`src/rtl/arm7_mul_unit_if.sv`:
```
// Start/busy/done handshake and operand/result bus of the ARM7 multiply unit.
`timescale 1ns/1ps
interface arm7_mul_unit_if #(
  parameter int unsigned WIDTH = 32
);
  logic             start;
  logic             is_long;
  logic             is_signed;
  logic             accumulate;
  logic [WIDTH-1:0] op_rm;
  logic [WIDTH-1:0] op_rs;
  logic [WIDTH-1:0] acc_lo;
  logic [WIDTH-1:0] acc_hi;
  logic             busy;
  logic             done;
  logic [WIDTH-1:0] result_lo;
  logic [WIDTH-1:0] result_hi;
  logic             flag_n;
  logic             flag_z;

  modport master (
    output start, is_long, is_signed, accumulate, op_rm, op_rs, acc_lo, acc_hi,
    input  busy, done, result_lo, result_hi, flag_n, flag_z
  );

  modport slave (
    input  start, is_long, is_signed, accumulate, op_rm, op_rs, acc_lo, acc_hi,
    output busy, done, result_lo, result_hi, flag_n, flag_z
  );
endinterface

```
`src/rtl/arm7_mul_unit.sv`:
```
// Multi-cycle ARM7 MUL/MLA/UMULL/UMLAL/SMULL/SMLAL unit, BITS_PER_CYCLE Rs bits per clock.
// Define ARM7_MUL_EARLY_TERM_EN to stop iterating once the remaining Rs chunks are insignificant.
`timescale 1ns/1ps
module arm7_mul_unit #(
  parameter int unsigned WIDTH          = 32,
  parameter int unsigned BITS_PER_CYCLE = 8
) (
  input  logic           clk,
  input  logic           reset,
  arm7_mul_unit_if.slave bus
);

  localparam int unsigned K      = BITS_PER_CYCLE;
  localparam int unsigned W2     = 2 * WIDTH;
  localparam int unsigned NCHUNK = WIDTH / K;
  localparam int unsigned IW     = (NCHUNK > 1) ? $clog2(NCHUNK) : 1;

  typedef enum logic [1:0] {
    S_IDLE = 2'd0,
    S_ITER = 2'd1,
    S_DONE = 2'd2
  } state_t;

  state_t            state;
  logic              mode_long;
  logic              mode_sl;
  logic [W2-1:0]     rm_sh;
  logic [WIDTH-1:0]  rs_sh;
  logic [W2-1:0]     acc;
  logic [IW-1:0]     idx;

  logic [K-1:0]      chunk;
  logic              early;
  logic              last;
  logic              neg;
  logic [W2-1:0]     prod;
  logic [W2-1:0]     acc_nx;
  logic [WIDTH-1:0]  rs_nx;
  logic [WIDTH-1:0]  rs_upper;
  logic [W2-1:0]     rm_ext;
  logic [W2-1:0]     acc_init;

  // Rm and Rs are pre-shifted each iteration so chunk i always sits at Rs bit 0.
  always_comb begin
    chunk    = rs_sh[K-1:0];
    rs_upper = mode_sl ? WIDTH'($signed(rs_sh) >>> (K - 1)) : (rs_sh >> K);
`ifdef ARM7_MUL_EARLY_TERM_EN
    early    = mode_sl ? ((rs_upper == '0) || (rs_upper == '1)) : (rs_upper == '0);
`else
    early    = 1'b0;
`endif
    last     = (idx == IW'(NCHUNK - 1)) || early;
    // A signed final chunk weighs c - 2^k, so subtract Rm shifted by k.
    neg      = mode_sl && last && chunk[K-1];
    prod     = rm_sh * W2'(chunk);
    acc_nx   = acc + (neg ? (prod - (rm_sh << K)) : prod);
    rs_nx    = mode_sl ? WIDTH'($signed(rs_sh) >>> K) : (rs_sh >> K);
    rm_ext   = (bus.is_long && bus.is_signed) ? W2'($signed(bus.op_rm)) : W2'(bus.op_rm);
    acc_init = '0;
    if (bus.accumulate) begin
      acc_init = bus.is_long ? {bus.acc_hi, bus.acc_lo} : {WIDTH'(0), bus.acc_lo};
    end
  end

  always_ff @(posedge clk) begin
    if (reset) begin
      state         <= S_IDLE;
      mode_long     <= 1'b0;
      mode_sl       <= 1'b0;
      rm_sh         <= '0;
      rs_sh         <= '0;
      acc           <= '0;
      idx           <= '0;
      bus.busy      <= 1'b0;
      bus.done      <= 1'b0;
      bus.result_lo <= '0;
      bus.result_hi <= '0;
      bus.flag_n    <= 1'b0;
      bus.flag_z    <= 1'b0;
    end else begin
      bus.done <= 1'b0;
      unique case (state)
        S_IDLE: begin
          if (bus.start) begin
            mode_long <= bus.is_long;
            mode_sl   <= bus.is_long & bus.is_signed;
            rm_sh     <= rm_ext;
            rs_sh     <= bus.op_rs;
            acc       <= acc_init;
            idx       <= '0;
            bus.busy  <= 1'b1;
            state     <= S_ITER;
          end
        end
        S_ITER: begin
          acc   <= acc_nx;
          rm_sh <= rm_sh << K;
          rs_sh <= rs_nx;
          idx   <= idx + IW'(1);
          if (last) begin
            state         <= S_DONE;
            bus.done      <= 1'b1;
            bus.result_lo <= acc_nx[WIDTH-1:0];
            bus.result_hi <= mode_long ? acc_nx[W2-1:WIDTH] : '0;
            bus.flag_n    <= mode_long ? acc_nx[W2-1] : acc_nx[WIDTH-1];
            bus.flag_z    <= mode_long ? (acc_nx == '0) : (acc_nx[WIDTH-1:0] == '0);
          end
        end
        S_DONE: begin
          bus.busy <= 1'b0;
          state    <= S_IDLE;
        end
        default: begin
          bus.busy <= 1'b0;
          state    <= S_IDLE;
        end
      endcase
    end
  end

endmodule
```
`src/flat_wrapper.sv`:
```
// flat-port wrapper written by rule: the top's interface ports become plain ports
module arm7_mul_unit_flat 
#(
  parameter int unsigned WIDTH          = 32,
  parameter int unsigned BITS_PER_CYCLE = 8
)
  (clk, reset, bus_start, bus_is_long, bus_is_signed, bus_accumulate, bus_op_rm, bus_op_rs, bus_acc_lo, bus_acc_hi, bus_busy, bus_done, bus_result_lo, bus_result_hi, bus_flag_n, bus_flag_z);
  arm7_mul_unit_if #(.WIDTH(WIDTH)) bus_i ();
  input  logic clk;
  input  logic reset;
  input wire logic [$bits(bus_i.start)-1:0] bus_start;
  input wire logic [$bits(bus_i.is_long)-1:0] bus_is_long;
  input wire logic [$bits(bus_i.is_signed)-1:0] bus_is_signed;
  input wire logic [$bits(bus_i.accumulate)-1:0] bus_accumulate;
  input wire logic [$bits(bus_i.op_rm)-1:0] bus_op_rm;
  input wire logic [$bits(bus_i.op_rs)-1:0] bus_op_rs;
  input wire logic [$bits(bus_i.acc_lo)-1:0] bus_acc_lo;
  input wire logic [$bits(bus_i.acc_hi)-1:0] bus_acc_hi;
  output wire logic [$bits(bus_i.busy)-1:0] bus_busy;
  output wire logic [$bits(bus_i.done)-1:0] bus_done;
  output wire logic [$bits(bus_i.result_lo)-1:0] bus_result_lo;
  output wire logic [$bits(bus_i.result_hi)-1:0] bus_result_hi;
  output wire logic [$bits(bus_i.flag_n)-1:0] bus_flag_n;
  output wire logic [$bits(bus_i.flag_z)-1:0] bus_flag_z;
  assign bus_i.start = bus_start;
  assign bus_i.is_long = bus_is_long;
  assign bus_i.is_signed = bus_is_signed;
  assign bus_i.accumulate = bus_accumulate;
  assign bus_i.op_rm = bus_op_rm;
  assign bus_i.op_rs = bus_op_rs;
  assign bus_i.acc_lo = bus_acc_lo;
  assign bus_i.acc_hi = bus_acc_hi;
  assign bus_busy = bus_i.busy;
  assign bus_done = bus_i.done;
  assign bus_result_lo = bus_i.result_lo;
  assign bus_result_hi = bus_i.result_hi;
  assign bus_flag_n = bus_i.flag_n;
  assign bus_flag_z = bus_i.flag_z;
  arm7_mul_unit #(.WIDTH(WIDTH), .BITS_PER_CYCLE(BITS_PER_CYCLE)) u_core (.clk(clk), .reset(reset), .bus(bus_i));
endmodule
```
`config.mk`:
```
export PLATFORM = sky130hd
export DESIGN_NAME = arm7_mul_unit_flat
export DESIGN_NICKNAME = d
export VERILOG_FILES = /design/src/rtl/arm7_mul_unit_if.sv /design/src/rtl/arm7_mul_unit.sv /design/src/flat_wrapper.sv
export SDC_FILE = /design/constraint.sdc
export NUM_CORES = 2
export LEC_CHECK = 0
export CAP_MARGIN = 20
export CELL_PAD_IN_SITES_DETAIL_PLACEMENT = 1
export CELL_PAD_IN_SITES_GLOBAL_PLACEMENT = 2
export CORE_MARGIN = 2
export CORE_UTILIZATION = 40
export DETAILED_ROUTE_END_ITERATION = 10
export MAX_ROUTING_LAYER = met4
export PLACE_DENSITY_LB_ADDON = 0.1
export REMOVE_ABC_BUFFERS = 1
export SYNTH_ARGS = -nofsm -noshare
export SYNTH_HDL_FRONTEND = slang
export SYNTH_SLANG_ARGS = --single-unit
```
`constraint.sdc`:
```
create_clock -name clk -period 29.5 [get_ports clk]
set_input_delay 5.9 -clock clk [delete_from_list [all_inputs] [get_ports clk]]
set_output_delay 5.9 -clock clk [all_outputs]
set_load 0.1 [all_outputs]
```
* Word level (Yosys, flattened, before mapping)
Index checks and enable logic that the tools add are counted.
** Storage, ports and cells
- Flip-flop bits (word level) :: 234
- Input port bits :: 134
- Output and inout bits :: 68
- Logic and storage cells :: 61
** Operators by class
- Add/subtract/negate cells :: 3
- $mul :: 1
- Equality and inequality tests :: 5
- Mux-type cells :: 22
- Bitwise logic cells :: 2
- Reduce and logical (&&, ||, !) cells :: 14
** Operator list (number)
- 64-bit 2-to-1 mux :: 6
- 64-bit one-hot mux with 2 select lines :: 2
- 32-bit 2-to-1 mux :: 3
- 64-bit adder :: 1
- 64-bit zero test :: 1
- 64-bit by 8-bit multiplier with 64-bit output :: 1
- 32-bit one-hot mux with 2 select lines :: 1
- 64-bit subtractor :: 1
- 32-bit zero test :: 1
- 2-bit AND reduction :: 5
- 2-bit one-hot mux with 2 select lines :: 2
- 2-bit 2-to-1 mux :: 3
- 1-bit 2-to-1 mux :: 4
- 2-bit inequality test, second input constant :: 2
- 1-bit logical AND :: 3
- 3-bit AND reduction :: 1
- 2-bit by 1-bit adder with 2-bit output, second input constant :: 1
- 2-bit by 1-bit equality test with 1-bit output, second input constant :: 1
- 2-bit equality test, second input constant :: 1
- 2-bit zero test :: 1
- 2-bit by 1-bit inequality test with 1-bit output, second input constant :: 1
- 1-bit one-hot mux with 2 select lines :: 1
- 2-bit nonzero test :: 1
- 2-bit OR reduction :: 1
- other kinds (2) :: 2

* Depth between registers and ports, before layout
- Depth after elaboration :: 7
- Depth in mapped cells :: 51
- Gate-level depth less buffers :: 49

* Worst setup path before layout
OpenSTA, ideal clock, no wires.
- Path type :: reg2reg
- Start :: reg u_core.rs_sh[2]
- End :: reg u_core.bus.flag_z
- Arrival :: 10693 ps
- Required time :: 29430 ps
- Slack :: 18737 ps
- Cell stages (with the launch flop) :: 48
- Path buffers :: 2
- Cell sequence :: dfxtp_1 -> clkbuf_1 -> clkbuf_1 -> and2_1 -> fa_1 -> fa_1 -> fa_1 -> inv_1 -> fa_1 -> inv_1 -> ha_1 -> a21oi_1 -> nor2_1 -> a211oi_1 -> nor3b_1 -> a21oi_1 -> a41oi_1 -> o21ai_0 -> [... 12 more ...] -> and3_1 -> nor2_1 -> xor2_1 -> o21ai_0 -> ha_1 -> and4_1 -> nand4_1 -> nor4_1 -> and2_1 -> a22o_1 -> a21oi_1 -> a2111oi_0 -> nor4b_1 -> and4bb_2 -> nand4b_1 -> or4_1 -> or4b_1 -> a21oi_1
** On the way
- Word-level cells in the longest chain between the ends :: 6
** Ends and longest elaborated chain
- start, declared :: line arm7_mul_unit.sv:28 : logic [WIDTH-1:0] rs_sh;
- start signal, assigned :: line arm7_mul_unit.sv:88 : rs_sh <= bus.op_rs;
- start signal, assigned :: line arm7_mul_unit.sv:98 : rs_sh <= rs_nx;
- 64-bit by 8-bit multiplier with 64-bit output * :: line arm7_mul_unit.sv:55 : prod = rm_sh * W2'(chunk);
- 64-bit subtractor :: line arm7_mul_unit.sv:56 : acc_nx = acc + (neg ? (prod - (rm_sh << K)) : prod);
- 64-bit 2-to-1 mux * :: line arm7_mul_unit.sv:56
- 64-bit adder * :: line arm7_mul_unit.sv:56
- 64-bit zero test or 32-bit zero test (tied branches) :: line arm7_mul_unit.sv:106 : bus.flag_z <= mode_long ? (acc_nx == '0) : (acc_nx[WIDTH-1:0] == '0);
- 1-bit 2-to-1 mux * :: line arm7_mul_unit.sv:106
- end signal, assigned :: line arm7_mul_unit.sv:106
- end, declared :: line arm7_mul_unit_if.sv:28 : output busy, done, result_lo, result_hi, flag_n, flag_z
Every way passes the cells marked *; elsewhere a longest branch is shown, timed or not.
A chain may end at the register's enable or synchronous reset.

* Worst setup path after layout
- Start :: reg u_core.rs_sh[4]
- End :: reg u_core.bus.flag_z
Same word-level chain as after synthesis.

==> flow_summary.toml <==
[route]
drt_wl_total_mm = 119
drt-initial-drc-count = 1926
ant_nets = 0
post-route-drc-count = 0
vias = 28800
first_pass_iters = 5
avgViaCountPerCell = 5.71
wl_per_cell_um = 23.6

[worst_setup_path]
crit_arrival_ps = 13540
worstPathRequired_ps = 30000
startpoint_type = "flip-flop"
reg2reg_slack_ps = 16460
worstSetupPathType = "reg2reg"
end_kind = "flip-flop"
reg2reg_to = "u_core.bus.flag_z"
cp_slowest_cell = "buf_4"
cp_max_fo = 60
max_stage_delay_ps = 640
r2r_cells = 46
r2r_start = "u_core.rs_sh[4]"

[clocking]
postCtsSetupBuffers = 0
cts_tree = "done"
ctsResizeCount = 0
clkTransAtPathRegs_ps = 60
clock_sinks = 234
clock_path_buffers = 3
hold_buffers = 0
cts-root-buf = "clkbuf_16"
numCtsBuffers = 34
htreeDepth = 2
clkLatencyLatePin_ps = 580

[job]
drv_cap = 0

[die]
boundaryPins = 202
rows = 102
die_h_um = 284
die-area_mm2 = 0.0808
fp.coreArea_mm2 = 0.0776
fp.dieW_um = 284
start_util_pct = 40.5

[final_layout]
final_common_cell = "nand2_1"
n_fill_cell = 9422
syn_to_final_growth_pct = 11.8
layout-drive-gt1-share_pct = 3.45
nNetsFinal = 4655
layout_common_cells = "526 x nand2_1, 365 x inv_1, 350 x fa_1"

[placed_design]
port_buffers = 201
hpwl_mm = 89.6
gp_congestion = 0.899

[yosys]
syn_area_mm2 = 0.0314
ys_seq_area_share_pct = 14.9
synth_edf_count = 0
ys_ff_latch = 234
yosys_warnings = 0
yosys_most_used_dff = "dfxtp_1"
avgSynthCellArea_um2 = 7.90
synth_cell_type_count = 93
async_reset_ff_share_pct = 0
syn_inst = 3978
synth_top_area_share_pct = 22.3
yosys.area.top_type = "fa_1"
synth_area_leaders = "fa_1 22%, dfxtp_1 15%, ha_1 8.0%, and2_1 6.8%, nand2_1 6.3%"

[pwr]
irDropWorstVdd_mv = 0.0353
power_leakage_nw = 15.1
power.total_mw = 1.95
p_per_area_mw_per_mm2 = 55.5

[timing]
final.setup.tns_ps = 0
max_freq_ghz = 0.0767
hold_violations = 0
final_max_slew_viol_count = 0
tightest_slew_ps = 1090
slew_headroom_pct = 27.4
clock_skew_ps = 20.8
rsz0062_at_grt = "false"
finalCriticalPeriod_ps = 13040
setup_viol = 0
finalCritPeriodShare_pct = 44.2

[min_path]
hold_end = "u_core.bus.result_lo[26]"
hold_class = "reg2reg"
hold_start = "u_core.bus.result_lo[26]"
hold_path_depth = 2

[grt]
track_usage_pct = 30.5
grt_pass1_wl_mm = 186
antenna_found_initial = 3
grt_pass1_vias = 29900
grt-ovfl-total = 0
grt_max_degree = 182

[status]
status = "finished clean"
## Yosys cell counts, types with 74 or more instances
master / instances
nand2_1: 527
xnor2_1: 103
nand3_1: 74
dfxtp_1: 234
a311oi_1: 76
fa_1: 350
and2_1: 344
a21o_1: 80
inv_1: 365
nor2_1: 284
clkbuf_1: 252
a21oi_1: 263
o21ai_0: 167
ha_1: 200
## cells by family after synthesis
group / Yosys count / synth area share, %
buf+inv: 637 / 7.73
compound gates: 918 / 19.5
simple gates: 1457 / 22.4
fa+ha+maj: 550 / 30.3
mux: 12 / 0.418
flops: 234 / 14.9
xor+xnor: 170 / 4.78
## cell type report
class	count	area, µm²	share of cell area, %
Multi-Input combinational cell	3107	24300	69.3
Clock buffer	45	932	2.65
Sequential cell	234	4690	13.4
Timing Repair Buffer	229	2250	6.40
Clock inverter	16	214	0.609
Antenna cell	3	7.51	0.0214
Tap cell	1040	1300	3.71
Inverter	365	1370	3.90
## critical path, delay by kind of cell (launching register included)
kind,cells,cell delay (ps)
buffers and inverters,3,740
xor gates and xnor gates,2,390
and+or+nand+nor,15,4100
AOI/OAI and AO/OA,19,4210
DFF,1,330
adders and majority gates,7,3110
## state kept, by name (all words and copies together) (netlist names), 2 cells and up
signal	count
u_core.rm_sh	64
u_core.bus.result_hi	32
u_core.rs_sh	32
u_core.bus.result_lo	32
u_core.state	2
u_core.idx	2
u_core.acc	64
## per-layer routing
metal / track usage (%) / share of wire [%] / up-vias
met3: 4.72 / 6.0 / 105
met1: 44.3 / 49 / 14600
met4: 5.71 / 1.7 / 0
met5: - / 0 / -
met2: 44.7 / 43 / 724
li1: - / - / 13400
## power breakdown
part           total (mW)  internal [mW]  switching (mW)  leakage [nW]
combinational        1.13          0.418           0.713          12.6
sequential          0.383          0.339          0.0436          1.92
clock               0.435          0.253           0.182         0.553
total                1.95           1.01           0.938          15.1
## worst max path at each step
stage | start | to | slack (ps) | cells past startpoint
4_1_cts | u_core.rs_sh[4] | u_core.bus.flag_z | 16490 | 46
3_3_place_gp | u_core.rs_sh[3] | u_core.bus.flag_z | 16410 | 46
6_report | u_core.rs_sh[4] | u_core.bus.flag_z | 16460 | 46
5_1_grt | u_core.rs_sh[3] | u_core.bus.flag_z | 15400 | 46
3_5_place_dp | u_core.rs_sh[4] | u_core.bus.flag_z | 16560 | 46
2_1_floorplan | bus_start | u_core.acc[0] | 16350 | 5
## metrics by stage
| step | instance area [µm²] | utilization [%] | instances | hold slack (ps) | setup WS (ps) |
|---|---|---|---|---|---|
| 6_report | 35100 | 45.2 | 5039 | 462 | 16460 |
| 3_5_place_dp | 34000 | 43.8 | 4975 | 454 | 16560 |
| 2_1_floorplan | 30400 | - | 3706 | 438 | 16350 |
| 5_1_grt | 35100 | 45.2 | 5037 | 474 | 15400 |
| 3_3_place_gp | 34000 | 43.8 | 4974 | 448 | 16410 |
| 4_1_cts | 35100 | 45.2 | 5036 | 463 | 16490 |
Note: power is estimated with default switching activity, not from simulation.
